$ cat src/rtl/bubble_sort_engine.sv
// bubble_sort_engine: in-place bubble sorter with host load/readout port
//   clk, rst_n          clock, asynchronous active-low reset
//   start, mode         begin a sort (IDLE/DONE only), 0 = ascending, 1 = descending
//   wr_en/addr/data     host write into the array (IDLE/DONE only)
//   rd_addr, rd_data    combinational readout of the array
//   busy, done          sort in progress / sort finished
//   cmp_count/swap_count saturating compare and swap counts of the last sort
module bubble_sort_engine #(
  parameter int WIDTH = 8,
  parameter int DEPTH = 8,
  parameter bit SIGNED = 1'b0,
  parameter int AW = $clog2(DEPTH)
) (
  input  logic             clk,
  input  logic             rst_n,
  input  logic             start,
  input  logic             mode,
  input  logic             wr_en,
  input  logic [AW-1:0]    wr_addr,
  input  logic [WIDTH-1:0] wr_data,
  input  logic [AW-1:0]    rd_addr,
  output logic [WIDTH-1:0] rd_data,
  output logic             busy,
  output logic             done,
  output logic [15:0]      cmp_count,
  output logic [15:0]      swap_count
);
  localparam int LAST = DEPTH - 2;
  typedef enum logic [2:0] {IDLE, LOAD, CMP, SWAP, DONE} state_t;
  state_t state;
  logic [WIDTH-1:0] mem [DEPTH];
  logic [WIDTH-1:0] a, b;
  logic [AW-1:0] p, j, j1;
  logic mode_q, sw, gt, lt, ooo, adv, more, sw_eff;
  always_comb begin
    j1 = j + 1'b1;
    gt = SIGNED ? ($signed(a) > $signed(b)) : (a > b);
    lt = SIGNED ? ($signed(a) < $signed(b)) : (a < b);
    ooo = mode_q ? lt : gt;
    // ADVANCE happens on an in-order CMP or on any SWAP
    adv = (state == SWAP) || (state == CMP && !ooo);
    more = int'(j) + int'(p) < LAST;
    // a swap in this cycle counts towards the pass-swapped flag
    sw_eff = sw || (state == SWAP);
    rd_data = int'(rd_addr) < DEPTH ? mem[rd_addr] : '0;
  end
  always_ff @(posedge clk or negedge rst_n) begin
    if (!rst_n) begin
      state <= IDLE;
      busy <= 1'b0;
      done <= 1'b0;
      a <= '0;
      b <= '0;
      p <= '0;
      j <= '0;
      sw <= 1'b0;
      mode_q <= 1'b0;
      cmp_count <= '0;
      swap_count <= '0;
      for (int i = 0; i < DEPTH; i++) mem[i] <= '0;
    end else begin
      case (state)
        IDLE, DONE: begin
          if (wr_en && int'(wr_addr) < DEPTH) mem[wr_addr] <= wr_data;
          if (start) begin
            mode_q <= mode;
            p <= '0;
            j <= '0;
            sw <= 1'b0;
            cmp_count <= '0;
            swap_count <= '0;
            busy <= 1'b1;
            done <= 1'b0;
            state <= LOAD;
          end
        end
        LOAD: begin
          a <= mem[j];
          b <= mem[j1];
          state <= CMP;
        end
        CMP: begin
          cmp_count <= cmp_count + 16'(cmp_count != 16'hFFFF);
          if (ooo) state <= SWAP;
        end
        SWAP: begin
          mem[j] <= b;
          mem[j1] <= a;
          sw <= 1'b1;
          swap_count <= swap_count + 16'(swap_count != 16'hFFFF);
        end
        default: state <= IDLE;
      endcase
      if (adv) begin
        if (more) begin
          j <= j1;
          state <= LOAD;
        end else if (!sw_eff || int'(p) == LAST) begin
          busy <= 1'b0;
          done <= 1'b1;
          state <= DONE;
        end else begin
          p <= p + 1'b1;
          j <= '0;
          sw <= 1'b0;
          state <= LOAD;
        end
      end
    end
  end
endmodule

$ cat config.mk
export PLATFORM = sky130hd
export DESIGN_NAME = bubble_sort_engine
export DESIGN_NICKNAME = d
export VERILOG_FILES = /design/src/rtl/bubble_sort_engine.sv
export SDC_FILE = /design/constraint.sdc
export NUM_CORES = 1
export LEC_CHECK = 0
export BUFFER_PORTS_ARGS = -buffer_cell sky130_fd_sc_hd__buf_2
export CORE_UTILIZATION = 58
export CTS_CLUSTER_SIZE = 30
export DETAILED_ROUTE_END_ITERATION = 16
export PLACE_DENSITY = 0.77
export SLEW_MARGIN = 20
export SYNTH_ARGS = -nofsm -noshare
export SYNTH_HDL_FRONTEND = slang
export SYNTH_SLANG_ARGS = --single-unit
$ cat constraint.sdc
create_clock -name clk -period 7.2 [get_ports clk]
set_input_delay 1.44 -clock clk [delete_from_list [all_inputs] [get_ports clk]]
set_output_delay 1.44 -clock clk [all_outputs]
set_load 0.01 [all_outputs]
==> results.py, run 1 <==
metrics = {
    "logic_synthesis": {
        "ys_seq_area_share_pct": 37.6,
        "async_reset_ff_share_pct": 100,
        "synth_seq_cells": 125,
        "syn_inst": 965,
        "syn_area_per_cell_um2": 8.63,
        "yosysWarnings": 0,
        "synth_ff_type": "dfrtp_1",
        "synthesis.area_um2": 8330,
        "synth_edf_count": 0,
        "synth_fp_nets": 1002,
        "synth.distinct_cells": 59,
    },
    "place": {
        "port_buffers": 60,
        "post-place-cells": 1142,
        "hpwl_mm": 16.5,
        "gp_congestion": 0.946,
        "place_area_um2": 8670,
        "pre_cts_ws_ps": 2830,
    },
    "floorplanning": {
        "start_util_pct": 59.8,
        "die_x_um": 122,
        "ios": 61,
        "dieArea_um2": 14800,
        "row_count": 43,
        "coreArea_um2": 13900,
        "die_h_um": 122,
    },
    "routing": {
        "vias": 8056,
        "routed_via_density": 6.86,
        "drt-total-wl_mm": 25.8,
        "wl_per_cell_um": 22.0,
        "drcViolationCount": 0,
        "drt_iter0_markers": 1130,
        "ant_nets": 0,
        "first_pass_iters": 7,
    },
    "worst_setup_path": {
        "required_ps": 5760,
        "end_kind": "output port",
        "reg2reg_from": "j[0]",
        "start_kind": "input pin",
        "rr_endpoint": "mem[30]",
        "cp_max_fo": 16,
        "path_buf_inv": 2,
        "cpMaxStageDelayCell": "mux4_2",
        "arrival_ps": 2950,
        "worst-r2r-setup-slack_ps": 3360,
        "path_class": "input pin to output port",
        "critical_path.top_delay_family": "multiplexers",
        "r2r_cells": 8,
        "cpPeakStageDelay_ps": 610,
        "crit_chain": "buf_2, mux4_2, mux2_2, buf_2",
        "cpMostUsedCell": "buf_2",
    },
    "layout": {
        "fin_util_pct": 66.8,
        "nFillCells": 1180,
        "post-route-cell-area_um2": 9320,
        "final_cells": 1174,
        "fin_nets": 1018,
        "area_growth_pct": 11.9,
        "drive_above_1_share_pct": 17.1,
    },
    "clocking": {
        "clkTransAtPathRegs_ps": 60,
        "htreeDepth": 4,
        "clk_path_buf_depth": 2,
        "cts_root_buf": "clkbuf_16",
        "cts.sinks": 125,
        "clkLatencyLatePin_ps": 430,
        "cts_made_buffers": 17,
        "cts_tree": "built",
        "cts.repair.resized": 0,
        "hold_buffers": 0,
        "postCtsSetupBuffers": 0,
    },
    "timing": {
        "layout_min_cycle_time_ps": 4390,
        "worstMarginPinSlew_ps": 1030,
        "fin_skew_ps": 7.46,
        "tns_ps": 0,
        "setup-violations-final": 0,
        "period_share_pct": 61.0,
        "finalMaxSlewViolations": 0,
        "rsz0062_at_grt": "no",
        "max_slew_margin_pct": 31.1,
        "hold_ws_ps": 482,
        "fmaxAchievable_mhz": 228,
        "hold_viol_final": 0,
        "finalWorstSetupSlack_ps": 2810,
    },
    "min_path": {
        "min_path_type": "flip-flop to flip-flop",
        "min_path_cells": 1,
        "whs_endpoint": "cmp_count[10]",
        "hp-start": "cmp_count[10]",
    },
    "power_and_ir_drop": {
        "p_leak_nw": 3.84,
        "power.total_mw": 4.59,
        "power_density_nw_per_um2": 493,
        "vdd_drop_max_uv": 310,
    },
    "global_route": {
        "overflow": 0,
        "grt_antenna_before_repair": 1,
        "grt_pass1_wl_mm": 40.7,
        "grt_max_degree": 74,
        "first_global_vias": 7607,
        "track_usage_pct": 37.1,
    },
    "run": {
        "maxCapViolCount": 0,
    },
    "status": {
        "outcome": "complete, no violations",
    },
}
-- registers in the layout, indices dropped and copies added (netlist names) --
name        count
mem            64
cmp_count      16
swap_count     16
a               8
b               8
j               3
p               3
state           3
busy            1
done            1
mode_q          1
sw              1
-- metal layers --
metal,wire length (um),global-route usage (%)
met5,0,0
met4,1300,19.5
met3,2950,10.9
met2,11400,54.5
met1,10100,49.6
-- cell families after synthesis --
logic type      count (synthesis)  synth area share, %
mux                            73                 13.0
compound gates                334                 24.2
simple gates                  321                 17.6
xor+xnor                        3                0.496
fa+ha+maj                      18                 2.79
buf+inv                        91                 4.46
flops                         125                 37.6
-- layout make-up --
| cell class | instances | area [um2] | area share (%) |
|---|---|---|---|
| multi-input cells | 749 | 4860 | 52.1 |
| diodes | 1 | 2.50 | 0.0269 |
| clock inverters | 12 | 194 | 2.08 |
| repair buffers | 75 | 415 | 4.46 |
| flip-flops and latches | 125 | 3130 | 33.6 |
| well taps | 180 | 225 | 2.42 |
| inverters | 13 | 48.8 | 0.524 |
| clock buffers | 19 | 443 | 4.75 |
-- worst max-delay path by stage --
stage	from	end	slack, ps	cells after the start
finish	rd_addr[1]	rd_data[4]	2810	4
global route	rd_addr[1]	rd_data[4]	2710	4
CTS	rd_addr[1]	rd_data[4]	2780	4
floorplan	rd_addr[1]	rd_data[0]	2790	4
detailed placement	rd_addr[1]	rd_data[0]	2830	4
global placement	rd_addr[1]	rd_data[2]	2880	4
-- where the power goes --
group          total, mW  leakage (nW)  switching [mW]  internal (mW)
Sequential          1.43          1.57           0.437          0.989
Clock              0.935         0.309           0.316          0.618
Combinational       2.23          1.95            1.33          0.901
-- layout by cell type (no fill, tap or decap), drive strengths merged, types with 3 or more instances in the layout --
cell    count
nor3b       4
mux2i      28
o31ai       4
o21a        4
clkinv      6
nand2b      6
nor3       10
a221oi      3
clkbuf     19
a21oi     138
o211ai      9
mux4       26
nand2      64
ha         17
nand3b      8
a22o        8
a22oi      68
nand3      30
o21ai      66
dfrtp     125
and4        3
mux2       19
buf        75
nor2      159
inv        12
bufinv      5
nand4      10
a31oi      14
and3        8
nor2b       7
o22ai       3
and2        5
-- cell usage after synthesis, types with 3 or more instances --
cell type	number	area, um2
nand4_1	10	62.6
o21ai_1	9	45.0
buf_1	19	71.3
buf_2	11	55.1
o21a_1	4	30.0
and2_1	5	31.3
mux2i_1	28	280
nand2b_1	6	37.5
nor2_1	155	582
o22ai_1	3	18.8
and3_1	8	50.1
o21ai_0	56	280
a22oi_1	68	510
nor3b_1	4	30.0
o31ai_1	4	30.0
a221oi_1	3	26.3
nor2b_1	7	43.8
nand3_1	30	150
nor2_2	4	25.0
and4_1	3	26.3
mux2_2	19	214
ha_1	17	213
dfrtp_1	125	3130
mux4_2	26	586
inv_1	12	45.0
a22o_1	8	70.1
clkbuf_1	44	165
nand3b_1	8	60.1
o211ai_1	9	67.6
nand2_1	64	240
a21oi_1	138	691
nor3_1	7	35.0
a31oi_1	14	87.6
Note: power is estimated with default switching activity, not from simulation.
==> run 2: changes to the inputs <==
--- a/config.mk
+++ b/config.mk
@@ -6,10 +6,10 @@
 export NUM_CORES = 1
 export LEC_CHECK = 0
 export BUFFER_PORTS_ARGS = -buffer_cell sky130_fd_sc_hd__buf_2
-export CORE_UTILIZATION = 58
+export CORE_UTILIZATION = 56
 export CTS_CLUSTER_SIZE = 30
 export DETAILED_ROUTE_END_ITERATION = 16
-export PLACE_DENSITY = 0.77
+export PLACE_DENSITY = 0.78
 export SLEW_MARGIN = 20
 export SYNTH_ARGS = -nofsm -noshare
 export SYNTH_HDL_FRONTEND = slang
==> constraint.sdc (replaced) <==
create_clock -name clk -period 4 [get_ports clk]
set_input_delay 0.8 -clock clk [delete_from_list [all_inputs] [get_ports clk]]
set_output_delay 0.8 -clock clk [all_outputs]
set_load 0.01 [all_outputs]
==> run 2 against run 1 <==
Sequential power up 78%. Final cell count up 1.4%. Hold slack worse by 12 ps. Die area up 3.5%. Register-to-register slack worse by 2300 ps. Clock power up 79%. Non-clock buffer count up 12. Largest cell class unchanged. Total power up 81%. Global-route usage down 1.6 points. First-iteration DRC count down 9.3%. Via count up 1.3%. Count of clock-buffer cells in the layout down 1.
==> results.py, run 2 (synthesized netlist as in run 1, its figures left out) <==
metrics = {
    "clocking": {
        "cts.repair.resized": 0,
        "cts_tree": "built",
        "clkTransAtPathRegs_ps": 60,
        "hold_buffers": 0,
        "clkLatencyLatePin_ps": 430,
        "postCtsSetupBuffers": 0,
        "cts.sinks": 125,
        "cts_made_buffers": 17,
        "htreeDepth": 4,
        "cts_root_buf": "clkbuf_16",
        "clk_path_buf_depth": 2,
    },
    "worst_setup_path": {
        "cp_max_fo": 16,
        "rr_endpoint": "mem[26]",
        "crit_end": "rd_data[0]",
        "r2r_cells": 7,
        "end_kind": "output port",
        "arrival_ps": 2300,
        "path_class": "input pin to output port",
        "worstSetupStartpoint": "rd_addr[1]",
        "reg2reg_from": "j[0]",
        "required_ps": 3200,
        "worst-r2r-setup-slack_ps": 1060,
        "start_kind": "input pin",
    },
    "layout": {
        "layout_common_cells": "nor2_1, a21oi_1, dfrtp_1",
        "largest_reg_flops": 64,
        "mostFrequentLayoutCell": "nor2_1",
        "fin_nets": 1030,
        "area_growth_pct": 13.0,
        "drive_above_1_share_pct": 18.1,
        "diodes": 0,
        "largestRegisters": "mem: 64 flops, cmp_count: 16 flops, swap_count: 16 flops",
        "top_register": "mem",
    },
    "routing": {
        "drcViolationCount": 0,
        "vias": 8161,
        "first_pass_iters": 6,
        "drt-total-wl_mm": 26.2,
        "drt_iter0_markers": 1025,
        "ant_nets": 0,
        "wl_per_cell_um": 22.1,
        "routed_via_density": 6.86,
    },
    "place": {
        "pre_cts_ws_ps": 909,
        "gp_congestion": 0.989,
        "port_buffers": 60,
        "hpwl_mm": 17.1,
    },
    "global_route": {
        "grt_max_degree": 72,
        "overflow": 0,
        "grt_pass1_wl_mm": 40.2,
        "grt_antenna_before_repair": 0,
        "track_usage_pct": 35.5,
        "first_global_vias": 7326,
    },
    "floorplanning": {
        "ios": 61,
        "row_count": 44,
        "die_x_um": 124,
        "die_h_um": 124,
        "dieArea_um2": 15400,
        "coreArea_um2": 14500,
        "start_util_pct": 57.3,
    },
    "timing": {
        "tns_ps": 0,
        "max_slew_margin_pct": 25.8,
        "setup-violations-final": 0,
        "hold_viol_final": 0,
        "fin_skew_ps": 10.3,
        "fmaxAchievable_mhz": 323,
        "layout_min_cycle_time_ps": 3100,
        "finalWorstSetupSlack_ps": 905,
        "worstMarginPinSlew_ps": 1110,
        "finalMaxSlewViolations": 0,
        "period_share_pct": 77.4,
        "rsz0062_at_grt": "no",
    },
    "power_and_ir_drop": {
        "pwr-share-seq_pct": 30.5,
        "vdd_drop_max_uv": 428,
        "switching_share_pct": 45.6,
        "p_comb_share_pct": 49.4,
        "p_int_mw": 4.52,
        "p_leak_nw": 3.89,
        "power_density_nw_per_um2": 884,
        "p_sw_mw": 3.80,
        "pwr-share-clk_pct": 20.1,
    },
    "run": {
        "maxCapViolCount": 0,
    },
    "min_path": {
        "min_path_type": "flip-flop to flip-flop",
    },
    "status": {
        "outcome": "complete, no violations",
    },
}
## run 2: cell types whose count changed in the layout (fill, tap and decap cells not counted), sizes merged
cell,delta
diode,-1
buf,+12
bufinv,-1
clkinvlp,+1
clkinv,+1
inv,+1
clkbuf,-1
## run 2: final cells by class
class,instances,area (um2)
clock buffers,18,439
well taps,184,230
multi-input cells,749,4850
flip-flops and latches,125,3130
inverters,13,48.8
fillers,1218,5130
repair buffers,87,518
clock inverters,14,193
## run 2: power groups by stage
stage / sequential (mW) / clock, mW / combinational [mW]
6_report: 2.54 / 1.67 / 4.11
5_1_grt: 2.60 / 1.73 / 4.47
4_1_cts: 2.50 / 1.68 / 4.00
3_5_place_dp: 2.52 / 0 / 3.98
3_3_place_gp: 2.51 / 0 / 3.89
2_1_floorplan: 2.15 / 0 / 3.18
## run 2: metal layers
metal | part of all wire, % | global-route usage [%] | wire length, um | vias up
met4 | 5.4 | 21.1 | 1420 | 0
met3 | 12 | 9.52 | 3070 | 119
li1 | - | - | - | 3610
met5 | 0 | 0 | 0 | -
met1 | 39 | 49.0 | 10200 | 3865
met2 | 44 | 49.9 | 11500 | 567
## run 2: worst max-delay path, stage by stage
cell and delay (ps):
buf_2 480, mux4_2 600, mux2_2 280, buf_2 140
## run 2: how the worst min path moves through the flow
stage / start / endpoint / slack, ps / cells after the start
final: done / done / 470 / 1
after global placement: done / done / 450 / 1
after CTS: done / done / 480 / 1
after floorplan: state[2] / state[1] / 470 / 1
after global routing: done / done / 490 / 1
after detailed placement: done / done / 460 / 1
## run 2: through the flow
| step | utilization (%) | hold slack (ps) | std cells | power, mW | area (um2) |
|---|---|---|---|---|---|
| 4_1_cts | 64.7 | 475 | 1190 | 8.19 | 9400 |
| 3_3_place_gp | 60.3 | 454 | 1158 | 6.40 | 8770 |
| 2_1_floorplan | - | 474 | 965 | 5.33 | 8330 |
| 6_report | 64.7 | 470 | 1190 | 8.32 | 9410 |
| 5_1_grt | 64.7 | 486 | 1190 | 8.80 | 9410 |
| 3_5_place_dp | 60.3 | 462 | 1158 | 6.50 | 8770 |
